<file path="config.mk">
export PLATFORM = sky130hd
export DESIGN_NAME = digest_hex_tx
export DESIGN_NICKNAME = d
export VERILOG_FILES = /design/src/rtl/digest_hex_tx.sv
export SDC_FILE = /design/constraint.sdc
export NUM_CORES = 1
export LEC_CHECK = 0
export CAP_MARGIN = 10
export CORE_MARGIN = 2
export CORE_UTILIZATION = 55
export CTS_CLUSTER_DIAMETER = 100
export DETAILED_ROUTE_END_ITERATION = 8
export PLACE_DENSITY = 0.71
export SLEW_MARGIN = 10
export SYNTH_ARGS = -nofsm -noshare
export SYNTH_HDL_FRONTEND = slang
export SYNTH_SLANG_ARGS = --single-unit
</file>
<file path="constraint.sdc">
create_clock -name clk -period 6.6 [get_ports clk]
set_clock_uncertainty 0.2 [all_clocks]
set_input_delay 0.66 -clock clk [delete_from_list [all_inputs] [get_ports clk]]
set_output_delay 0.66 -clock clk [all_outputs]
set_load 0.005 [all_outputs]
</file>
<file path="src/rtl/digest_hex_tx.sv">
// Digest byte to ASCII hex streamer: buffers bytes in a FIFO and emits two
// lowercase hex characters per byte, plus a newline after each digest.
module digest_hex_tx #(
    parameter int unsigned W     = 32,
    parameter int unsigned DEPTH = 32
) (
    input  logic       clk,
    input  logic       rst_n,
    input  logic [7:0] data_in,
    input  logic       dv_in,
    input  logic       data_end,
    output logic [7:0] char_out,
    output logic       char_valid,
    input  logic       char_ready,
    output logic       busy,
    output logic       overflow
);

    localparam int unsigned AW = $clog2(DEPTH);
    localparam int unsigned CW = AW + 1;

    if (DEPTH < W || (DEPTH & (DEPTH - 1)) != 0) begin : g_param_check
        $error("digest_hex_tx: DEPTH must be a power of two and >= W");
    end

    typedef enum logic [1:0] {S_IDLE, S_HI, S_LO, S_NL} state_t;

    function automatic logic [7:0] hex(input logic [3:0] n);
        return (n < 4'd10) ? (8'h30 + {4'h0, n}) : (8'h57 + {4'h0, n});
    endfunction

    state_t          state_q, state_d;
    logic [AW-1:0]   rptr_q, rptr_d, wptr_q, wptr_d;
    logic [CW-1:0]   count_q, count_d;
    logic [7:0]      hold_q, hold_d;
    logic            hold_end_q, hold_end_d;
    logic            overflow_q, overflow_d;
    logic [7:0]      char_out_q, char_out_d;
    logic            char_valid_q, char_valid_d;

    logic [8:0]      mem_q [DEPTH];
    logic            mem_we;
    logic [AW-1:0]   mem_waddr;
    logic [8:0]      mem_wdata;

    logic            push, pop, handshake, nonempty;
    logic [8:0]      head;
    logic [AW-1:0]   wptr_prev;

    assign head      = mem_q[rptr_q];
    assign wptr_prev = wptr_q - AW'(1);
    assign nonempty  = (count_q != '0);
    assign handshake = char_valid_q & char_ready;

    // Next-state, FIFO control and registered output values
    always_comb begin
        state_d      = state_q;
        rptr_d       = rptr_q;
        wptr_d       = wptr_q;
        count_d      = count_q;
        hold_d       = hold_q;
        hold_end_d   = hold_end_q;
        overflow_d   = overflow_q;
        char_out_d   = char_out_q;
        char_valid_d = char_valid_q;
        pop          = 1'b0;
        push         = 1'b0;
        mem_we       = 1'b0;
        mem_waddr    = wptr_q;
        mem_wdata    = {data_end, data_in};

        case (state_q)
            S_IDLE: begin
                if (nonempty) pop = 1'b1;
            end
            S_HI: begin
                if (handshake) begin
                    state_d    = S_LO;
                    char_out_d = hex(hold_q[3:0]);
                end
            end
            S_LO: begin
                if (handshake) begin
                    if (hold_end_q) begin
                        state_d    = S_NL;
                        char_out_d = 8'h0A;
                    end else if (nonempty) begin
                        pop = 1'b1;
                    end else begin
                        state_d      = S_IDLE;
                        char_valid_d = 1'b0;
                        char_out_d   = 8'h00;
                    end
                end
            end
            S_NL: begin
                if (handshake) begin
                    if (nonempty) begin
                        pop = 1'b1;
                    end else begin
                        state_d      = S_IDLE;
                        char_valid_d = 1'b0;
                        char_out_d   = 8'h00;
                    end
                end
            end
            default: state_d = S_IDLE;
        endcase

        if (pop) begin
            hold_d       = head[7:0];
            hold_end_d   = head[8];
            state_d      = S_HI;
            char_valid_d = 1'b1;
            char_out_d   = hex(head[7:4]);
            rptr_d       = rptr_q + AW'(1);
        end

        // A refused byte still terminates its digest via the newest stored entry
        if (dv_in) begin
            if (count_q < CW'(DEPTH) || pop) begin
                push   = 1'b1;
                mem_we = 1'b1;
                wptr_d = wptr_q + AW'(1);
            end else begin
                overflow_d = 1'b1;
                if (data_end && nonempty) begin
                    mem_we    = 1'b1;
                    mem_waddr = wptr_prev;
                    mem_wdata = {1'b1, mem_q[wptr_prev][7:0]};
                end
            end
        end

        case ({push, pop})
            2'b10:   count_d = count_q + CW'(1);
            2'b01:   count_d = count_q - CW'(1);
            default: count_d = count_q;
        endcase
    end

    always_ff @(posedge clk or negedge rst_n) begin
        if (!rst_n) begin
            state_q      <= S_IDLE;
            rptr_q       <= '0;
            wptr_q       <= '0;
            count_q      <= '0;
            hold_q       <= '0;
            hold_end_q   <= 1'b0;
            overflow_q   <= 1'b0;
            char_out_q   <= 8'h00;
            char_valid_q <= 1'b0;
        end else begin
            state_q      <= state_d;
            rptr_q       <= rptr_d;
            wptr_q       <= wptr_d;
            count_q      <= count_d;
            hold_q       <= hold_d;
            hold_end_q   <= hold_end_d;
            overflow_q   <= overflow_d;
            char_out_q   <= char_out_d;
            char_valid_q <= char_valid_d;
        end
    end

    // Storage needs no reset; pointers and count define what is valid
    always_ff @(posedge clk) begin
        if (mem_we) mem_q[mem_waddr] <= mem_wdata;
    end

    assign char_out   = char_out_q;
    assign char_valid = char_valid_q;
    assign overflow   = overflow_q;
    assign busy       = nonempty | (state_q != S_IDLE);

endmodule

</file>
* Yosys cells after proc, flatten, opt, wreduce, memory -nomap -nowiden
Memory sizes are Yosys's and may differ from the RTL's.
Index checks and enable logic that the tools add are counted.
** Operators by class
- Bitwise logic cells :: 3
- Muxes and demuxes :: 41
- Eq/ne operators :: 9
- Add/subtract/negate cells :: 9
- Reduce and logical (&&, ||, !) cells :: 12
- Order comparisons :: 3
** Operators with widths (count)
- 2-to-1 mux 8 bit :: 8
- 2-to-1 mux 9 bit :: 3
- case mux 8 bit (3 select lines) :: 1
- adder 7 x 4 -> 8 bit (first input constant) :: 2
- 2-to-1 mux 1 bit :: 16
- 2-to-1 mux 5 bit :: 3
- adder 6 x 4 -> 7 bit (first input constant) :: 2
- 2-to-1 mux 2 bit :: 6
- != test 3 bit (second input constant) :: 4
- case mux 6 bit (2 select lines) :: 1
- adder 5 x 1 -> 5 bit (second input constant) :: 2
- less-than comparator 4 bit (second input constant) :: 2
- AND reduction 4 bit :: 2
- adder 6 x 1 -> 6 bit (second input constant) :: 1
- equality test 2 bit (second input constant) :: 3
- less-than comparator 6 bit (second input constant) :: 1
- case mux 2 bit (3 select lines) :: 1
- nonzero test 6 bit :: 1
- subtractor 6 x 1 -> 6 bit (second input constant) :: 1
- subtractor 5 x 1 -> 5 bit (second input constant) :: 1
- equality test 2 x 1 -> 1 bit (second input constant) :: 2
- AND reduction 2 bit :: 2
- nonzero test 2 bit :: 2
- nonzero test 4 bit :: 1
- other kinds (9) :: 9
** Word-level totals
- Output and inout port bits :: 11
- Word-level logic and storage cells :: 87
- Memory bits (writable) :: 288
- Bits in registers :: 33
- Memories kept :: 1
** Memory list
- mem_q :: words 32, width 9, read ports 2, clocked after Yosys merged registers in 0, wr ports 1, line 41 : logic [8:0] mem_q [DEPTH];

* Longest topological paths before layout
Gate-level depths: netlist of run 1.
- Depth in word-level cells :: 10
- Gate-level depth with buffers :: 15

* Least setup slack after synthesis of run 1
No wires, ideal clock.
- Path type :: register to register
- Start point :: register wptr_q[0]
- End point :: memory mem_q[0][0] (data pin)
- Slack :: 2.453 ns
- Cell stages (with the launch flop) :: 11
- Arrival :: 3.570 ns
- Data required time :: 6.023 ns
- Buffers on the path :: 4
- Library setup time :: 0.377 ns
- Clock period less this slack :: 4.147 ns
- Cells stage by stage :: dfrtp_1 -> buf_2 -> clkbuf_1 -> inv_1 -> ha_1 -> buf_1 -> clkbuf_1 -> mux4_2 -> mux4_2 -> mux2i_1 -> a21oi_1
** Between the ends
- Longest elaborated chain between the ends :: 5
** RTL lines
- start: declaration :: line 33 : logic [AW-1:0] rptr_q, rptr_d, wptr_q, wptr_d;
- start signal: assignment :: line 156 : wptr_q <= wptr_d;
- subtractor 5 x 1 -> 5 bit :: line 51 : assign wptr_prev = wptr_q - AW'(1);
- net wptr_prev[0] :: line 48 : logic [AW-1:0] wptr_prev;
- memory (32 x 9 bit)
- 2-to-1 mux 9 bit :: line 127 : if (data_end && nonempty) begin
- 2-to-1 mux 9 bit :: line 121 : if (count_q < CW'(DEPTH) || pop) begin
- 2-to-1 mux 9 bit :: line 120 : if (dv_in) begin
- net mem_wdata[0] :: line 44 : logic [8:0] mem_wdata;
- end: declaration :: line 41
The timed path passes the listed nets, and every way through them passes these cells.

* Worst setup path in the final report of run 1
- Start point :: register wptr_q[0]
- End point :: memory mem_q[6][0] (data pin)
Same word-level chain as after synthesis.

==> results of run 1 <==
flip-flops by register name, summed over array words and instances, names as in the netlist:
register / count
count_q: 6
char_out: 8
hold_end_q: 1
char_valid: 1
overflow: 1
rptr_q: 5
hold_q: 4
state_q: 2
wptr_q: 5
mem_q: 288
where the power goes:
group / switching (mW) / total, mW / leakage, nW / internal, mW
Combinational: 2.14 / 4.01 / 2.03 / 1.87
Clock: 0.761 / 1.88 / 0.530 / 1.12
Sequential: 0.407 / 2.96 / 2.98 / 2.55
layer usage:
metal  GRT usage (%)  share of wire (%)  vias to the layer above
li1                -                  -                     3592
met1            40.5                 38                     4650
met4            8.70                3.0                        0
met3            6.50                 11                       92
met2            43.8                 48                      678
met5               0                  0                        -
layout make-up:
type / instances / area share, %
flip-flops and latches: 321 / 55.4
multi-input cells: 453 / 32.5
clock buffers: 43 / 5.41
well taps: 378 / 2.76
repair buffers: 50 / 2.53
clock inverters: 18 / 1.02
inverters: 15 / 0.329
diodes: 1 / 0.0146
layout by cell type (no fill, tap or decap), types with 6 or more instances in the layout:
master,instances
edfxtp_1,288
mux4_2,158
nor2_1,50
clkbuf_16,35
mux2i_1,30
dfrtp_1,30
buf_4,27
nand2_1,25
clkdlybuf4s50_1,23
inv_1,14
o21ai_0,14
nor3_1,14
xnor2_1,14
nand3_1,13
a21oi_1,12
a211oi_1,8
o221ai_1,8
and2_1,7
ha_1,7
xor2_1,6
o21ai_1,6
a21oi_2,6
clkbuf_1,6
clkinv_1,6
worst max-delay path by stage:
| stage | endpoint | slack [ns] | depth (start not counted) |
|---|---|---|---|
| global route | mem_q[15][1] | 1.72 | 8 |
| detailed placement | mem_q[21][8] | 1.66 | 7 |
| global placement | mem_q[22][8] | 1.67 | 7 |
| CTS | mem_q[21][1] | 1.88 | 6 |
| finish | mem_q[6][0] | 1.92 | 7 |
| floorplan | mem_q[0][0] | 2.45 | 10 |
cell families (layout without fill, tap and decap cells):
kind of cell | Yosys count | after routing | synth area share [%]
other | 0 | 1 | 0
and+or+nand+nor | 136 | 136 | 4.17
xor gates and xnor gates | 23 | 23 | 1.37
muxes | 193 | 193 | 25.6
adders and majority gates | 8 | 8 | 0.655
buffers and inverters | 68 | 126 | 2.15
AOI/OAI and AO/OA | 93 | 93 | 4.06
DFF | 321 | 321 | 62.0
critical path: stages, from the launching register on:
cell     delay, ns
dfrtp_4       0.91
inv_1         0.24
ha_2          0.84
buf_4         0.47
mux4_2        0.41
mux4_2        0.53
mux2i_1       0.37
a21oi_4       0.29
==> reports/qor.csv, run 1 <==
stage;metric;value;unit
clock_network;htreeDepth;2;
worst_hold_path;worstHoldStart;overflow;
sta;setup_slack;1.92;ns
worst_setup_path;cp-end-kind;register;
synth;async_flop_share;10.3;%
final_layout;fillers;1886;
sta;max_freq;0.213;GHz
synth;netlist_top_cells_area;edfxtp_1, mux4_2, dfrtp_1;
pwr;p_per_area;517;nW/um^2
routing;dr.pass1.iters;5;
synth;synthMostInstantiatedCell;edfxtp_1;
run_status;status;finished clean;
clock_network;clock_latency;0.51;ns
sta;setup_tns;0;ns
worst_setup_path;cp_max_fo;37;
floorplan;core-area;27600;um^2
worst_hold_path;worstHoldEndpoint;overflow;
synth;synth_area;15300;um^2
placed_design;io_buffers;23;
floorplan;rows;61;
worst_setup_path;r2r_cells;7;
clock_network;post_cts_buffers;0;
placed_design;place_ws;1.66;ns
grt;grt_pass1_wl;58600;um
synth;synthDistinctLibCells;55;
grt;first_global_vias;8763;
synth;syn_avg_cell_area;18.2;um^2
sta;hold_viol_final;0;
floorplan;pin_count;24;
final_layout;drive_gt1_share;28.8;%
clock_network;cts_max_path_buffers;3;
floorplan;die-area;29100;um^2
synth;synthCells;842;
routing;drc;0;
flow_run;maxCapViolations;0;
clock_network;cts_tree;done;
synth;synth_edf_count;288;
sta;rsz0062_at_grt;false;
worst_setup_path;regToRegEndpoint;mem_q[6][0];
synth;synthTopCellsByCount;edfxtp_1, mux4_2, nor2_1;
synth;synth_top_area_cell;edfxtp_1;
clock_network;clock-sinks;321;
clock_network;cts_made_buffers;35;
routing;wl;39800;um
final_layout;fin_nets;897;
synth;ys_ff_latch;321;
sta;slew_violations;0;
routing;ant_nets;0;
worst_setup_path;crit_path_start_kind;register;
final_layout;area_growth;11.9;%
final_layout;design_area;17100;um^2
grt;overflow;0;
worst_hold_path;hold_class;register to register;
synth;synth.top_cell.area_share;56.6;%
sta;slew_headroom;15.3;%
placed_design;gp_congestion;0.914;
placed_design;hpwl;26300;um
worst_setup_path;critPathKind;register to register;
grt;antenna_found_initial;1;
worst_setup_path;startpoint;wptr_q[0];
sta;timing_worst_slew_pin_value;1.27;ns
sta;setup_violations;0;
worst_setup_path;r2r_start;wptr_q[0];
synth;synth_ff_type;edfxtp_1;
routing;drt_iter0_drc;1102;
routing;via_count;9012;
floorplan;start_util;55.5;%
floorplan;die_h;171;um
clock_network;ctsResizeCount;0;
sta;hold-worst-slack;0.294;ns
clock_network;cts_root_buf;clkbuf_16;
clock_network;clkTransAtPathRegs;0.06;ns
grt;grt_max_degree;45;
routing;via_per_inst;7.05;
sta;fin_crit;4.68;ns
synth;syn-num-nets;863;
final_layout;regArea;9480;um^2
worst_hold_path;hold_depth;1;
final_layout;instances_no_fill;1279;
final_layout;utilization;62.1;%
synth;yosysSeqAreaShare;62.0;%
floorplan;die-width;171;um
synth;yosysWarnings;0;
worst_setup_path;reg2reg_setup_slack;1.92;ns
worst_setup_path;worstPathArrival;4.60;ns
routing;wire_per_inst;31.1;um
final_layout;multi_input_area;5560;um^2
worst_setup_path;critPathRequiredTime;6.51;ns
clock_network;hold_buffers;0;
placed_design;place_area;16000;um^2
pwr;power.leakage;5.54;nW
sta;finalCritPeriodShare;71.0;%
grt;track_usage;28.2;%
pwr;power;8.84;mW
pwr;ir_drop;0.244;mV
placed_design;dp_cells;1217;
Note: power is estimated with default switching activity, not from simulation.
==> run 2: changes to the inputs <==
- PLACE_DENSITY: 0.71 -> 0.74
- clock period: 6.6 -> 3.94 ns (I/O delays scaled with it)
==> run 2 against run 1 <==
  * Hold slack got worse by 0.025 ns
  * First-iteration DRC count decreased by 11%
  * Critical path depth unchanged
  * Sequential power increased by 60%
  * Clock power increased by 71%
  * Via count increased by 1.2%
  * Register-to-register slack got worse by 1.6 ns
  * Non-clock buffer count increased by 42
  * Combinational power increased by 76%
  * Flip-flop and latch count unchanged
  * Fmax increased by 28%
  * Utilization increased by 1.4 points
==> reports/qor.csv, run 2 (synthesis gave the netlist of run 1 again) <==
stage;metric;value;unit
sta;hold-worst-slack;0.269;ns
routing;drt_iter0_drc;984;
worst_setup_path;crit_path_start_kind;register;
sta;max_freq;0.272;GHz
final_layout;top_register;mem_q;
floorplan;die-width;171;um
final_layout;fin_nets;939;
final_layout;instances_no_fill;1323;
sta;slew_violations;0;
clock_network;cts_tree;done;
pwr;p_per_area;857;nW/um^2
pwr;switching_share;36.7;%
routing;wire_per_inst;29.5;um
sta;slew_headroom;10.9;%
clock_network;cts_made_buffers;35;
sta;setup_violations;0;
sta;rsz0062_at_grt;false;
floorplan;pin_count;24;
routing;wl;39100;um
worst_setup_path;critPathRequiredTime;3.90;ns
grt;first_global_vias;9339;
routing;via_per_inst;6.89;
clock_network;cts_root_buf;clkbuf_16;
worst_setup_path;cp-end-kind;register;
worst_setup_path;worstPathArrival;3.63;ns
floorplan;start_util;55.5;%
final_layout;utilization;63.5;%
final_layout;drive_gt1_share;32.5;%
sta;finalCritPeriodShare;93.2;%
grt;overflow;0;
pwr;clkPwrFrac;21.4;%
clock_network;cts_max_path_buffers;3;
pwr;ir_drop;0.523;mV
floorplan;die-area;29100;um^2
routing;dr.pass1.iters;5;
placed_design;gp_congestion;0.858;
routing;drc;0;
pwr;p_comb_share;47.0;%
clock_network;clkTransAtPathRegs;0.06;ns
grt;antenna_found_initial;1;
worst_setup_path;cp_max_fo;32;
floorplan;core-area;27600;um^2
routing;via_count;9117;
worst_setup_path;critPathKind;register to register;
final_layout;area_growth;14.5;%
clock_network;hold_buffers;0;
final_layout;final_common_cell;edfxtp_1;
sta;fin_crit;3.67;ns
final_layout;diodes;0;
flow_run;maxCapViolations;0;
final_layout;largest_reg_flops;288;
clock_network;clock_latency;0.53;ns
pwr;power.leakage;5.82;nW
clock_network;htreeDepth;2;
floorplan;die_h;171;um
sta;timing_worst_slew_pin_value;1.33;ns
floorplan;rows;61;
pwr;p_switching;5.50;mW
sta;setup_tns;0;ns
run_status;status;finished clean;
grt;grt_pass1_wl;58300;um
grt;grt_max_degree;45;
final_layout;final_cell_mix;edfxtp_1, mux4_2, buf_4;
sta;hold_viol_final;0;
placed_design;dp_cells;1259;
worst_hold_path;hold_class;primary input to asynchronous set/reset pin;
placed_design;hpwl;25500;um
routing;ant_nets;0;
grt;track_usage;27.8;%
placed_design;io_buffers;23;
clock_network;clock-sinks;321;
pwr;intPower;9.50;mW
pwr;seq_power_share;31.7;%
-- run 2: power by group through the flow --
stage / Clock [mW] / Sequential [mW] / Combinational [mW]
2_1_floorplan: 0 / 4.50 / 5.09
3_3_place_gp: 0 / 4.76 / 6.72
3_5_place_dp: 0 / 4.80 / 6.90
4_1_cts: 3.25 / 4.74 / 6.94
5_1_grt: 3.38 / 4.79 / 7.40
6_report: 3.21 / 4.75 / 7.04
-- run 2: final timing paths --
| kind | from | end | slack, ns | cells past startpoint |
|---|---|---|---|---|
| max in group asynchronous | rst_n | rptr_q[0] | 2.48 | 1 |
| worst max-delay path | wptr_q[1] | mem_q[7][4] | 0.27 | 7 |
| min in group clk | char_out[7] | char_out[7] | 0.29 | 1 |
| worst max register to register | wptr_q[1] | mem_q[7][4] | 0.27 | 7 |
| worst min register to register | char_out[7] | char_out[7] | 0.29 | 1 |
| worst min-delay path | rst_n | count_q[4] | 0.27 | 1 |
-- run 2: critical path, cell delays in order (launching register included) --
cell and delay [ns]:
dfrtp_1 0.41, inv_1 0.11, ha_2 0.85, buf_12 0.28, mux4_2 0.24, mux4_2 0.23
mux2i_1 0.08, a21oi_2 0.90
-- run 2: metrics by stage --
| step | area (um^2) | setup slack, ns | total power [mW] |
|---|---|---|---|
| after global routing | 17500 | 0.0550 | 15.6 |
| after floorplan | 15300 | 0.140 | 9.60 |
| after detailed placement | 16300 | 0.188 | 11.7 |
| final | 17500 | 0.270 | 15.0 |
| after global placement | 16300 | 0.321 | 11.5 |
| after CTS | 17500 | 0.161 | 14.9 |
-- run 2: what timing repair did --
| action | 4_1_cts | 5_1_grt |
|---|---|---|
| buffers inserted | 0 | 0 |
| gates resized for setup | 0 | 1 |
| setup endpoints to repair | 0 | 1 |
-- run 2: metal layers --
metal  global-route usage (%)  vias up  wire length, um  part of all wire [%]
li1                         -     3676                -                     -
met1                     36.1     4636            13500                    34
met2                     45.2      682            19400                    50
met3                     6.36      121             4400                    11
met4                     12.9        2             1820                   4.7
met5                        0        -               11                 0.028
-- run 2: layout make-up --
type | count | area, um^2
flip-flops and latches | 321 | 9480
well taps | 378 | 473
fillers | 1799 | 10000
inverters | 15 | 56.3
multi-input cells | 453 | 5570
clock buffers | 40 | 916
repair buffers | 92 | 798
clock inverters | 24 | 215
